**config.mk**
```make
export PLATFORM = sky130hd
export DESIGN_NAME = alu_ctrl_seq
export DESIGN_NICKNAME = d
export VERILOG_FILES = /design/src/rtl/alu_ctrl_seq.sv
export SDC_FILE = /design/constraint.sdc
export NUM_CORES = 1
export LEC_CHECK = 0
export ABC_CLOCK_PERIOD_IN_PS = 1350
export CORE_MARGIN = 8
export CORE_UTILIZATION = 33
export DETAILED_ROUTE_END_ITERATION = 6
export PLACE_DENSITY_LB_ADDON = 0.12
export SLEW_MARGIN = 25
export SYNTH_ARGS = -nofsm -noshare
export SYNTH_HDL_FRONTEND = slang
export SYNTH_SLANG_ARGS = --single-unit
```
**constraint.sdc**
```tcl
create_clock -name clk -period 1.35 [get_ports clk]
set_input_delay 0.405 -clock clk [delete_from_list [all_inputs] [get_ports clk]]
set_output_delay 0.405 -clock clk [all_outputs]
set_load 0.01 [all_outputs]
```
**src/rtl/alu_ctrl_seq.sv**
```systemverilog
// ALU control decoder with valid/ready handshake and optional multi-cycle MULT/DIV.
// Define ALU_CTRL_MULDIV_EN to build the MULT/DIV decode, the BUSY state and the issue counter.
module alu_ctrl_seq #(
    parameter int OPW           = 4,
    parameter int MULDIV_CYCLES = 32
) (
    input  logic           clk,
    input  logic           rst_n,
    input  logic           in_valid,
    output logic           in_ready,
    input  logic [1:0]     AluOp,
    input  logic [5:0]     functionField,
    input  logic [2:0]     immOp,
    output logic           out_valid,
    input  logic           out_ready,
    output logic [OPW-1:0] operation,
    output logic           illegal,
    output logic           busy
);

    localparam logic [3:0] OP_AND  = 4'b0000;
    localparam logic [3:0] OP_OR   = 4'b0001;
    localparam logic [3:0] OP_ADD  = 4'b0010;
    localparam logic [3:0] OP_XOR  = 4'b0011;
    localparam logic [3:0] OP_NOR  = 4'b0100;
    localparam logic [3:0] OP_SLL  = 4'b0101;
    localparam logic [3:0] OP_SUB  = 4'b0110;
    localparam logic [3:0] OP_SLT  = 4'b0111;
    localparam logic [3:0] OP_NOP  = 4'b1000;
    localparam logic [3:0] OP_SRL  = 4'b1001;
    localparam logic [3:0] OP_SRA  = 4'b1010;
    localparam logic [3:0] OP_SLTU = 4'b1101;
    localparam logic [OPW-1:0] NOP_EXT = OPW'(OP_NOP);

`ifdef ALU_CTRL_MULDIV_EN
    localparam logic [3:0] OP_MULT = 4'b1011;
    localparam logic [3:0] OP_DIV  = 4'b1100;
    localparam int CW = $clog2(MULDIV_CYCLES);

    typedef enum logic [1:0] {IDLE = 2'd0, BUSY = 2'd1, VALID = 2'd2} state_e;

    logic [CW-1:0] cnt_q, cnt_d;
    logic          dec_multi;
`else
    typedef enum logic {IDLE = 1'b0, VALID = 1'b1} state_e;
`endif

    state_e         state_q, state_d;
    logic [OPW-1:0] op_q, op_d;
    logic           ill_q, ill_d;
    logic [3:0]     dec_op;
    logic           dec_ill;
    logic           accept;

    always_comb begin
        dec_op  = OP_NOP;
        dec_ill = 1'b1;
`ifdef ALU_CTRL_MULDIV_EN
        dec_multi = 1'b0;
`endif
        unique case (AluOp)
            2'b00: begin dec_op = OP_ADD; dec_ill = 1'b0; end
            2'b01: begin dec_op = OP_SUB; dec_ill = 1'b0; end
            2'b10: begin
                dec_ill = 1'b0;
                case (functionField)
                    6'b100000: dec_op = OP_ADD;
                    6'b100010: dec_op = OP_SUB;
                    6'b100100: dec_op = OP_AND;
                    6'b100101: dec_op = OP_OR;
                    6'b100110: dec_op = OP_XOR;
                    6'b100111: dec_op = OP_NOR;
                    6'b101010: dec_op = OP_SLT;
                    6'b101011: dec_op = OP_SLTU;
                    6'b000000: dec_op = OP_NOP;
                    6'b000010: dec_op = OP_SRL;
                    6'b000011: dec_op = OP_SRA;
                    6'b000100: dec_op = OP_SLL;
`ifdef ALU_CTRL_MULDIV_EN
                    6'b011000: begin dec_op = OP_MULT; dec_multi = 1'b1; end
                    6'b011010: begin dec_op = OP_DIV;  dec_multi = 1'b1; end
`endif
                    default: begin dec_op = OP_NOP; dec_ill = 1'b1; end
                endcase
            end
            2'b11: begin
                dec_ill = 1'b0;
                case (immOp)
                    3'b000: dec_op = OP_ADD;
                    3'b001: dec_op = OP_SLT;
                    3'b010: dec_op = OP_SLTU;
                    3'b100: dec_op = OP_AND;
                    3'b101: dec_op = OP_OR;
                    3'b110: dec_op = OP_XOR;
                    default: begin dec_op = OP_NOP; dec_ill = 1'b1; end
                endcase
            end
        endcase
    end

    assign in_ready  = (state_q == IDLE) || ((state_q == VALID) && out_ready);
    assign accept    = in_valid && in_ready;
    assign out_valid = (state_q == VALID);
    assign operation = op_q;
    assign illegal   = ill_q;

    always_comb begin
        state_d = state_q;
        op_d    = op_q;
        ill_d   = ill_q;
`ifdef ALU_CTRL_MULDIV_EN
        cnt_d   = cnt_q;
`endif
        if (accept) begin
            op_d    = OPW'(dec_op);
            ill_d   = dec_ill;
            state_d = VALID;
`ifdef ALU_CTRL_MULDIV_EN
            if (dec_multi) begin
                state_d = BUSY;
                cnt_d   = CW'(MULDIV_CYCLES - 1);
            end
`endif
        end else begin
            case (state_q)
                VALID: if (out_ready) state_d = IDLE;
`ifdef ALU_CTRL_MULDIV_EN
                // Result becomes visible once the issue counter has run out.
                BUSY: begin
                    if (cnt_q == '0) state_d = VALID;
                    else             cnt_d   = cnt_q - 1'b1;
                end
`endif
                default: state_d = state_q;
            endcase
        end
    end

`ifdef ALU_CTRL_MULDIV_EN
    assign busy = (state_q == BUSY);
`else
    assign busy = 1'b0;
`endif

    always_ff @(posedge clk) begin
        if (!rst_n) begin
            state_q <= IDLE;
            op_q    <= NOP_EXT;
            ill_q   <= 1'b0;
`ifdef ALU_CTRL_MULDIV_EN
            cnt_q   <= '0;
`endif
        end else begin
            state_q <= state_d;
            op_q    <= op_d;
            ill_q   <= ill_d;
`ifdef ALU_CTRL_MULDIV_EN
            cnt_q   <= cnt_d;
`endif
        end
    end

endmodule

```
## After elaboration in Yosys (flattened, before gate mapping)

Cells that the tools add are included.

| storage, ports and cells | value |
|---|---|
| output and inout port bits | 8 |
| memories | 0 |
| memory bits (read-only) | 0 |
| register bits | 6 |
| RAM bits | 0 |
| latch bits | 0 |
| word-level logic and storage cells | 41 |
| bits of input ports | 15 |

| operators by class | value |
|---|---|
| shifts and indexed selects | 0 |
| reductions and logical operators | 9 |
| mux-type cells | 9 |
| eq/ne operators | 19 |
| add/sub/neg operators | 0 |
| bitwise gates (word level) | 1 |
| div/mod/pow operators | 0 |
| $lt $le $gt $ge | 0 |
| multipliers | 0 |

Operators by type and width:

| operator | count |
|---|---|
| $eq A6 B6 Y1 const B | 8 |
| $pmux W4 S11 | 1 |
| $pmux W4 S6 | 1 |
| $pmux W4 S4 | 1 |
| $eq A6 B2 Y1 const B | 2 |
| $reduce_or A12 Y1 | 1 |
| $eq A3 B3 Y1 const B | 3 |
| $eq A6 B3 Y1 const B | 1 |
| $logic_not A6 Y1 | 1 |
| $reduce_or A6 Y1 | 1 |
| $mux W1 | 5 |
| $eq A2 B2 Y1 const B | 2 |
| $eq A3 B1 Y1 const B | 1 |
| $eq A3 B2 Y1 const B | 1 |
| $logic_not A3 Y1 | 1 |
| $pmux W1 S3 | 1 |
| $eq A2 B1 Y1 const B | 1 |
| $logic_and A1 B1 Y1 | 2 |
| $logic_not A2 Y1 | 1 |
| $reduce_or A2 Y1 | 1 |
| $logic_or A1 B1 Y1 | 1 |
| $not A1 Y1 | 1 |

## Depth between registers and ports, before layout

| depth | value |
|---|---|
| depth in word-level cells | 4 |
| mapped depth | 6 |
| depth with buffers taken out | 5 |

## Worst setup path before layout

No wires, ideal clock.

| path | value |
|---|---|
| kind | input-to-reg |
| start point | input functionField[2] |
| end point | register ill_q, in the netlist illegal |
| stages on the path | 6 |
| setup time | 115 ps |
| arrival time | 1228 ps |
| slack | 8 ps |
| data required time | 1235 ps |
| buffers on the path | 1 |
| cells stage by stage | buf_6 > nand3b_1 > or2_1 > o211ai_2 > a211oi_1 > o21a_1 |

| between the ends | value |
|---|---|
| word-level cells in the longest chain between the ends | 4 |
| elaborated cells between the ends (all ways) | 15 |
| those cells by class | eq/ne: 11; mux: 2; reduce/logical: 2 |

RTL lines:

| item | RTL line | source |
|---|---|---|
| from (decl) | 12 | `input logic [5:0] functionField,` |
| $eq A6 B3 Y1 (tied with other cells) | 66 | `case (functionField)` |
| $reduce_or A12 Y1 (no line) (*) | -- |  |
| $mux W1 (*) | 66 |  |
| $pmux W1 S3 (*) | 61 | `unique case (AluOp)` |
| to (signal assigned) | 156 | `ill_q <= ill_d;` |
| to (decl) | 50 | `logic ill_q, ill_d;` |

Mark *: on every way between the ends. The rest lies on a longest branch, timed or not.
A chain may end at the register's enable or synchronous reset.

## Final worst setup path

| path | value |
|---|---|
| start point | register state_q, in the netlist out_valid |
| end point | output out_valid |

RTL lines:

| item | RTL line | source |
|---|---|---|
| from (decl) | 48 | `state_e state_q, state_d;` |
| from (signal assigned) | 154 | `state_q <= state_d;` |
| to (decl) | 14 | `output logic out_valid,` |

No word-level cell between the ends.

==> flow_results.xml <==
<?xml version="1.0" encoding="UTF-8"?>
<metrics>
  <group name="run_status">
    <metric name="status" unit="">complete, no violations</metric>
  </group>
  <group name="die">
    <metric name="floorplan.core_area" unit="µm²">1730</metric>
    <metric name="die_y" unit="µm">58.7</metric>
    <metric name="io_pins" unit="">23</metric>
    <metric name="die_area" unit="µm²">3440</metric>
    <metric name="rows" unit="">15</metric>
    <metric name="initial_core_util" unit="%">34.8</metric>
    <metric name="die_width" unit="µm">58.7</metric>
  </group>
  <group name="cts">
    <metric name="worst_setup_hold_path_clk_slew" unit="ns">0.05</metric>
    <metric name="ctsRootBufferMaster" unit="">clkbuf_4</metric>
    <metric name="clk_buf_depth" unit="">2</metric>
    <metric name="clkLatencyLatePin" unit="ns">0.25</metric>
    <metric name="cts.htree.levels" unit="">1</metric>
    <metric name="cts.sink_count" unit="">6</metric>
    <metric name="post_cts_buffers" unit="">0</metric>
    <metric name="tritoncts" unit="">yes</metric>
    <metric name="cts-hold-fix-buffers" unit="">0</metric>
    <metric name="tritoncts.num_buffers" unit="">3</metric>
  </group>
  <group name="critical_path">
    <metric name="crit_path_end_kind" unit="">primary output</metric>
    <metric name="worstPathRequired" unit="ns">0.95</metric>
    <metric name="cp_cell_sequence" unit="">clkdlybuf4s15_1</metric>
    <metric name="worstSetupStartpointType" unit="">register</metric>
    <metric name="critPathArrivalTime" unit="ns">0.89</metric>
    <metric name="timing.critical_path.slowest_cell_delay" unit="ns">0.38</metric>
    <metric name="worst-setup-path-type" unit="">register to primary output</metric>
    <metric name="worst-path-max-fanout" unit="">2</metric>
    <metric name="crit_slowest_cell" unit="">dfxtp_1</metric>
    <metric name="delay_heaviest_family_cp" unit="">flip-flops</metric>
    <metric name="worst-path-buf-inv" unit="">1</metric>
  </group>
  <group name="synthesis">
    <metric name="synth-edff-count" unit="">0</metric>
    <metric name="post_synth_top_flop" unit="">dfxtp_1</metric>
    <metric name="asyncSetResetFlopFracSynth" unit="%">0</metric>
    <metric name="postSynthCellCount" unit="">76</metric>
    <metric name="syn_nets" unit="">91</metric>
    <metric name="synth.cell_area" unit="µm²">601</metric>
    <metric name="synth-seq-area-share" unit="%">20.0</metric>
    <metric name="ys.warnings.count" unit="">0</metric>
    <metric name="avgSynthCellArea" unit="µm²">7.90</metric>
    <metric name="yosys_register_bits" unit="">6</metric>
    <metric name="ys_types" unit="">44</metric>
  </group>
  <group name="pwr">
    <metric name="power_frac_comb" unit="%">38.3</metric>
    <metric name="switching_share" unit="%">31.1</metric>
    <metric name="static-leakage-power" unit="nW">0.427</metric>
    <metric name="power_density" unit="nW/µm²">634</metric>
    <metric name="proportion_of_power_drawn_by_flip_flops_and_latches" unit="%">33.1</metric>
    <metric name="power_switching" unit="mW">0.185</metric>
    <metric name="total_internal_power" unit="mW">0.409</metric>
    <metric name="portion_of_total_power_attributed_to_the_clock_network" unit="%">28.6</metric>
    <metric name="max-vdd-ir-drop" unit="mV">0.461</metric>
  </group>
  <group name="flow_run">
    <metric name="max_cap_violation_count" unit="">0</metric>
  </group>
  <group name="final_layout">
    <metric name="net_count_of_the_finished_layout" unit="">128</metric>
    <metric name="drive_gt1_share" unit="%">34.2</metric>
    <metric name="antenna_cells" unit="">0</metric>
    <metric name="final_core_util" unit="%">54.2</metric>
    <metric name="area.growth.synth_to_final" unit="%">55.8</metric>
    <metric name="fill_cells" unit="">184</metric>
  </group>
  <group name="place">
    <metric name="io_buffers" unit="">21</metric>
    <metric name="gp_congestion" unit="">0.784</metric>
    <metric name="dp.final_hpwl" unit="mm">1.39</metric>
  </group>
  <group name="routing">
    <metric name="remaining_drc_errors" unit="">0</metric>
    <metric name="via_per_inst" unit="">5.06</metric>
    <metric name="detailroute.via_count" unit="">688</metric>
    <metric name="drt.antenna.violating_nets" unit="">0</metric>
    <metric name="drt_pre_antenna_iters" unit="">4</metric>
    <metric name="routed_wirelength" unit="mm">1.83</metric>
    <metric name="routedWlPerCell" unit="µm">13.5</metric>
    <metric name="first_iter_violations" unit="">7</metric>
  </group>
  <group name="timing">
    <metric name="timing.setup.tns" unit="ns">0</metric>
    <metric name="clock_tree_skew_after_final_layout" unit="ns">0.00777</metric>
    <metric name="grt_setup_unrepaired" unit="">no</metric>
    <metric name="post-route-min-period" unit="ns">1.29</metric>
    <metric name="fin_crit_sh" unit="%">95.6</metric>
    <metric name="hold_viol" unit="">0</metric>
    <metric name="setup-violations-final" unit="">0</metric>
    <metric name="fmax_achieved" unit="MHz">774</metric>
    <metric name="slew_violations" unit="">0</metric>
  </group>
  <group name="global_routing">
    <metric name="grt-busiest-layer" unit="">met2</metric>
    <metric name="number_of_global_route_vias_before_repair" unit="">693</metric>
    <metric name="gr-usage-all-layers" unit="%">11.1</metric>
    <metric name="antenna_violations_before_repair" unit="">0</metric>
    <metric name="largest_net_degree_at_the_start_of_global_routing" unit="">9</metric>
    <metric name="global_route.overflow_total" unit="">0</metric>
    <metric name="grt_use_met1" unit="%">12.9</metric>
    <metric name="met2_usage" unit="%">18.0</metric>
    <metric name="grt_pass1_wl" unit="mm">3.03</metric>
    <metric name="grt_use_met3" unit="%">4.78</metric>
  </group>
  <group name="min_path">
    <metric name="hp-class" unit="">register to register</metric>
  </group>
</metrics>
-- final timing paths --
kind | from | end | slack, ns | cells past startpoint
worst min-delay path | operation[2] | operation[2] | 0.47 | 1
worst min register to register | operation[2] | operation[2] | 0.47 | 1
worst max-delay path | out_valid | out_valid | 0.06 | 1
worst max register to register | out_valid | operation[2] | 0.15 | 6
-- cells in the final DEF (no fill, tap or decap), types with 3 or more instances in the layout --
cell and n:
buf_4 17, dlygate4sd2_1 11, inv_1 6, dfxtp_1 6, nand2_1 5, nand3_1 4, buf_2 4, nor2_1 3
o21ai_1 3, clkbuf_4 3
-- metal layers --
layer	part of all wire, %	up-vias
met3	5.9	2
met1	46	322
met4	0.98	0
met2	47	16
met5	0	-
li1	-	348
-- through the flow --
step / instances / area, µm² / total power [mW] / hold WS [ns] / setup WS (ns)
global route: 136 / 936 / 0.632 / 0.497 / 0.00741
global placement: 133 / 911 / 0.433 / 0.459 / -0.581
finish: 136 / 936 / 0.593 / 0.469 / 0.0588
CTS: 136 / 942 / 0.588 / 0.463 / 0.00788
detailed placement: 133 / 911 / 0.432 / 0.460 / -0.580
floorplan: 76 / 601 / 0.316 / 0.481 / 0.00782
-- cell usage after synthesis, types with 2 or more instances --
cell type / instances / share of area (%)
nand2b_1: 2 / 2.1
nor2_1: 3 / 1.9
nand2_1: 6 / 3.7
dfxtp_1: 6 / 20
inv_1: 6 / 3.7
buf_4: 4 / 5.0
nand3_1: 4 / 3.3
xnor2_1: 2 / 2.9
o2bb2ai_1: 2 / 2.9
o211ai_1: 2 / 2.5
o21ai_0: 2 / 1.7
o21ai_1: 3 / 2.5
nor3_2: 2 / 3.3
nand3b_1: 2 / 2.5
-- final cells by class --
class                           count  area [µm²]  area share, %
Sequential cell                     6         120           12.8
Inverter                            6        22.5           2.41
Clock buffer                        3        22.5           2.41
Timing Repair Buffer               39         313           33.4
Tap cell                           25        31.3           3.34
Multi-Input combinational cell     57         427           45.6
-- kinds of logic (layout without fill, tap and decap cells) --
family	Yosys count	in the layout	share of synthesized area (%)
XOR/XNOR	3	3	4.38
AO/OA/AOI/OAI	25	25	32.1
flip-flops	6	6	20.0
other	1	1	0.624
AND/OR/NAND/NOR	28	28	28.1
buffers and inverters	13	48	14.8
-- state kept, by name, summed over array words and instances, names as in the netlist --
register / cells
operation: 4
illegal: 1
out_valid: 1
-- power by group through the flow --
| stage | combinational, mW | clock, mW | sequential, mW |
|---|---|---|---|
| finish | 0.227 | 0.170 | 0.196 |
| global route | 0.249 | 0.187 | 0.197 |
| CTS | 0.224 | 0.168 | 0.196 |
| detailed placement | 0.233 | 0 | 0.199 |
| global placement | 0.234 | 0 | 0.199 |
| floorplan | 0.112 | 0 | 0.204 |
-- what timing repair did --
item	CTS	global route
pin swaps	4	3
endpoints found under the setup margin	12	6
resized for setup	34	14
No activity file was read; power rests on OpenSTA's default activity.
